===== config.mk =====
export PLATFORM = sky130hd
export DESIGN_NAME = seven_seg_scan_driver
export DESIGN_NICKNAME = d
export VERILOG_FILES = /design/src/rtl/seven_seg_scan_driver.sv
export SDC_FILE = /design/constraint.sdc
export NUM_CORES = 1
export LEC_CHECK = 0
export ABC_AREA = 1
export CORE_ASPECT_RATIO = 0.5
export CORE_MARGIN = 5
export CORE_UTILIZATION = 57
export CTS_CLUSTER_DIAMETER = 40
export DETAILED_ROUTE_END_ITERATION = 12
export PLACE_DENSITY_LB_ADDON = 0.12
export SYNTH_ARGS = -nofsm -noshare
export SYNTH_HDL_FRONTEND = slang
export SYNTH_SLANG_ARGS = --single-unit
export TNS_END_PERCENT = 10

===== constraint.sdc =====
create_clock -name clk -period 3.5 [get_ports clk]
set_input_delay 0.525 -clock clk [delete_from_list [all_inputs] [get_ports clk]]
set_output_delay 0.525 -clock clk [all_outputs]
set_load 0.005 [all_outputs]

===== src/rtl/seven_seg_scan_driver.sv =====
// Time-multiplexed N-digit common-anode 7-segment driver with dp, blanking, leading-zero suppression.
// Latency: seg_out/dp_out/an_out registered, one cycle after scan state/shadow; load visible on outputs two edges later.
// Backpressure: none; free-running scan, load captured unconditionally on the edge it is high.
//
// Ports:
//   clk, rst        rising-edge clock, synchronous active-high reset
//   value_in        packed hex nibbles, nibble i = digit i (0 = rightmost)
//   dp_in/blank_in  per-digit decimal point request / force-dark
//   load            capture value_in/dp_in/blank_in into shadow registers
//   lz_en           leading-zero suppression enable (live, not shadowed)
//   seg_out[0:6]    segments a..g, dp_out decimal point, an_out digit enables
//   digit_idx       digit index of the current scan slot
module seven_seg_scan_driver #(
   parameter int NUM_DIGITS     = 4,
   parameter int REFRESH_DIV    = 50000,
   parameter bit SEG_ACTIVE_LOW = 1'b1,
   parameter bit AN_ACTIVE_LOW  = 1'b1,
   localparam int IDX_W = (NUM_DIGITS > 1) ? $clog2(NUM_DIGITS) : 1,
   localparam int DIV_W = $clog2(REFRESH_DIV)
) (
   input  logic                    clk,
   input  logic                    rst,
   input  logic [4*NUM_DIGITS-1:0] value_in,
   input  logic [NUM_DIGITS-1:0]   dp_in,
   input  logic [NUM_DIGITS-1:0]   blank_in,
   input  logic                    load,
   input  logic                    lz_en,
   output logic [0:6]              seg_out,
   output logic                    dp_out,
   output logic [NUM_DIGITS-1:0]   an_out,
   output logic [IDX_W-1:0]        digit_idx
);

   logic [4*NUM_DIGITS-1:0] shadow_val;
   logic [NUM_DIGITS-1:0]   shadow_dp;
   logic [NUM_DIGITS-1:0]   shadow_blank;
   logic [DIV_W-1:0]        div_cnt;
   logic [IDX_W-1:0]        scan_idx;

   logic [NUM_DIGITS-1:0]   lz_sup;
   logic [3:0]              cur_nib;
   logic [0:6]              nxt_seg;
   logic                    nxt_dp;
   logic [NUM_DIGITS-1:0]   nxt_an;

   // Active-high segment pattern (a..g, bit 0 = a) for a hex nibble.
   function automatic logic [0:6] glyph_lit(input logic [3:0] nib);
      logic [0:6] low;
      case (nib)
         4'h0:    low = 7'b0000001;
         4'h1:    low = 7'b1001111;
         4'h2:    low = 7'b0010010;
         4'h3:    low = 7'b0000110;
         4'h4:    low = 7'b1001100;
         4'h5:    low = 7'b0100100;
         4'h6:    low = 7'b0100000;
         4'h7:    low = 7'b0001111;
         4'h8:    low = 7'b0000000;
         4'h9:    low = 7'b0000100;
         4'hA:    low = 7'b0001000;
         4'hB:    low = 7'b1100000;
         4'hC:    low = 7'b0110001;
         4'hD:    low = 7'b1000010;
         4'hE:    low = 7'b0110000;
         default: low = 7'b0111000;
      endcase
      return ~low;
   endfunction

   // Shadow registers
   always_ff @(posedge clk) begin
      if (rst) begin
         shadow_val   <= '0;
         shadow_dp    <= '0;
         shadow_blank <= '0;
      end else if (load) begin
         shadow_val   <= value_in;
         shadow_dp    <= dp_in;
         shadow_blank <= blank_in;
      end
   end

   // Refresh divider and digit scan counter
   always_ff @(posedge clk) begin
      if (rst) begin
         div_cnt  <= '0;
         scan_idx <= '0;
      end else if (div_cnt == DIV_W'(REFRESH_DIV - 1)) begin
         div_cnt  <= '0;
         scan_idx <= (scan_idx == IDX_W'(NUM_DIGITS - 1)) ? '0 : scan_idx + 1'b1;
      end else begin
         div_cnt  <= div_cnt + 1'b1;
      end
   end

   // Digit i is a leading zero when every nibble from the top down to i is zero.
   always_comb begin
      logic zero_above;
      zero_above = 1'b1;
      lz_sup     = '0;
      for (int i = NUM_DIGITS - 1; i >= 0; i--) begin
         zero_above = zero_above & (shadow_val[4*i +: 4] == 4'h0);
         lz_sup[i]  = (i > 0) && zero_above;
      end
   end

   assign cur_nib = shadow_val[4*scan_idx +: 4];

   // div_cnt==0 is the anti-ghost guard cycle: everything dark while anodes switch.
   always_comb begin
      nxt_an  = '0;
      nxt_seg = '0;
      nxt_dp  = 1'b0;
      if (div_cnt != '0) begin
         nxt_an[scan_idx] = 1'b1;
         if (!shadow_blank[scan_idx]) begin
            nxt_dp = shadow_dp[scan_idx];
            if (!(lz_en && lz_sup[scan_idx]))
               nxt_seg = glyph_lit(cur_nib);
         end
      end
   end

   // Output stage: the only place polarity is applied.
   always_ff @(posedge clk) begin
      if (rst) begin
         seg_out <= SEG_ACTIVE_LOW ? '1 : '0;
         dp_out  <= SEG_ACTIVE_LOW;
         an_out  <= AN_ACTIVE_LOW ? '1 : '0;
      end else begin
         seg_out <= SEG_ACTIVE_LOW ? ~nxt_seg : nxt_seg;
         dp_out  <= SEG_ACTIVE_LOW ? ~nxt_dp  : nxt_dp;
         an_out  <= AN_ACTIVE_LOW  ? ~nxt_an  : nxt_an;
      end
   end

   assign digit_idx = scan_idx;

endmodule


==> impl_metrics.yaml <==
global_routing:
  antenna_found_initial: 0
  grt_max_degree: 34
  grt_overflow: 0
  grt_pass1_vias: 2303
  grt_pass1_wl_um: 9650
  grt_usage: 0.188
synthesis:
  netlist_instances: 384
  synth.largest_area_cell: "dfxtp_1"
  synth_top_area_frac: 0.408
  yosys_warnings: 0
  synth_area_leaders: "dfxtp_1 (41%), nand2_1 (13%), nor2_1 (11%)"
  syn_avg_cell_area_um2: 6.90
  ys.flop_type: "dfxtp_1"
  synth_edf_count: 0
  synth_area_mm2: 0.00265
  postSynth.asyncResetShare: 0
  ys_seq_area_frac: 0.408
  synth_fp_nets: 424
  synth-seq-cells: 54
  ys_types: 26
floorplan:
  core_mm2: 0.00445
  die_h_um: 58.2
  initial_core_util: 0.596
  die_w_um: 106
  io_pins: 42
  dieArea_mm2: 0.00619
  num_rows: 17
worst_setup_path:
  crit_path_cell_trace: "clkdlybuf4s50_1"
  r2r_slack_ps: 1360
  cpPeakStageDelay_ps: 760
  cp_data_required_time_ps: 2970
  start_kind: "register"
  worst-path-buf-inv: 1
  r2r-end: "seg_out[0]"
  endpoint_kind: "output port"
  r2r-start: "digit_idx[0]"
  crit_fanout: 19
  cp_slowest_cell: "dfxtp_1"
  crit_arrival_ps: 1690
  crit_family: "flip-flops"
  rr_worst_depth: 10
  worstSetupPathType: "reg -> out"
placed_design:
  port_buffers: 41
  place_ws_ps: 1160
  post-dp-hpwl_um: 4030
  globalplace.congestion: 0.877
cts:
  cts_root_buffer: "clkbuf_8"
  hold_buffers: 0
  clock_sinks: 54
  numCtsBuffers: 5
  clock_path_buffers: 2
  cts_resized: 0
  cts_max_level: 2
  cts_tree: "yes"
  clk_pin_slew_ps: 100
  cts_setup_buffers: 0
  insertion_delay_ps: 300
layout:
  fill_cells: 385
  areaGrowthSynthToFinish_pct: 19.8
  drive_gt1_frac: 0.0664
  antenna_cells: 0
  fin_nets: 461
timing:
  skew_ps: 15.2
  finalHoldViolCount: 0
  setup_viol: 0
  tightest_slew_ps: 856
  rsz0062_at_grt: "false"
  fin_crit_sh: 0.634
  maxSlewViolCount: 0
  period_minus_slack_ps: 2220
  slew_headroom: 0.429
  setup_ws_ps: 1280
  tns_ps: 0
  timing.fmax_ghz: 0.451
routing:
  vias: 2418
  ant_nets: 0
  dr.pass1.iters: 4
  wl_um: 5500
  avgRoutedWirePerCell_um: 11.5
  route.detailed.drc: 0
  via_per_inst: 5.05
  drt_iter0_drc: 87
min_path:
  min_from: "div_cnt[0]"
  min_delay_path_depth: 1
  hold_end: "div_cnt[0]"
  hold_class: "reg -> reg"
power:
  peakVddDrop_uv: 193
  power_mw: 1.23
  leakage_nw: 1.38
  power.density_mw_per_mm2: 387
outcome:
  status: "finished, final reports clean"
flow_run:
  maxCapViolCount: 0
[through the flow]
| step | utilization | area [um^2] | cells | hold WS, ps |
|---|---|---|---|---|
| after floorplan | - | 2650 | 384 | 417 |
| after global placement | 0.690 | 3070 | 471 | 428 |
| after detailed placement | 0.690 | 3070 | 471 | 439 |
| after CTS | 0.714 | 3170 | 479 | 455 |
| after global routing | 0.714 | 3170 | 479 | 471 |
| final | 0.714 | 3170 | 479 | 451 |
[cells by family (layout without fill, tap and decap cells)]
logic type	count (synthesis)	after routing	synth area share
AOI/OAI and AO/OA	40	40	0.0756
xor gates and xnor gates	5	5	0.0165
adders and majority gates	12	12	0.0567
buffers and inverters	46	84	0.0765
DFF	54	54	0.408
and+or+nand+nor	227	227	0.367
[sequential cells by signal, summed over array words and instances (netlist names)]
name          flops
an_out            4
shadow_dp         4
digit_idx         2
shadow_val       16
div_cnt          16
dp_out            1
shadow_blank      4
seg_out           7
[worst max-delay path by stage]
stage	slack, ps	to	start	cells after the start
floorplan	1860	seg_out[0]	digit_idx[0]	12
global placement	1220	shadow_val[3]	load	5
detailed placement	1160	shadow_val[7]	load	5
CTS	1260	digit_idx[0]	digit_idx[0]	1
global route	1120	seg_out[6]	digit_idx[0]	10
finish	1280	digit_idx[0]	digit_idx[0]	1
[final cells by class]
class	count	area [um^2]	share of cell area
Multi-Input combinational cell	284	1370	0.430
Sequential cell	54	1080	0.341
Timing Repair Buffer	42	418	0.132
Inverter	34	130	0.0410
Tap cell	57	71.3	0.0225
Clock buffer	5	68.8	0.0217
Clock inverter	3	40.0	0.0126
[cells in the final DEF (no fill, tap or decap), drive strengths merged, types with 2 or more instances in the layout]
master and instances:
a21oi 11, clkbuf 5, clkdlybuf4s50 41, clkinv 4
dfxtp 54, ha 12, inv 32, nand2 100
nand3 32, nand4 6, nor2 83, nor3 5
o21ai 29, xnor2 3, xor2 2
[synthesized netlist by cell type, drive strengths merged, types with 5 or more instances]
cell type / instances
nand3: 32
a21oi: 11
inv: 32
dfxtp: 54
clkbuf: 7
o21ai: 29
nand2: 100
ha: 12
buf: 5
nor2: 83
nand4: 6
nor3: 5
[metal layers]
layer  part of all wire  global-route usage
met1               0.47               0.231
met2               0.48               0.345
met3              0.047              0.0456
met4             0.0022              0.0332
met5                  0                   0
[power breakdown]
| group | internal, mW | switching (mW) | leakage [nW] | total [mW] |
|---|---|---|---|---|
| Clock | 0.211 | 0.197 | 0.0579 | 0.408 |
| Combinational | 0.0773 | 0.0803 | 0.874 | 0.158 |
| Sequential | 0.645 | 0.0161 | 0.444 | 0.661 |
| Total | 0.933 | 0.294 | 1.38 | 1.23 |
(Power assumes the default switching activity.)
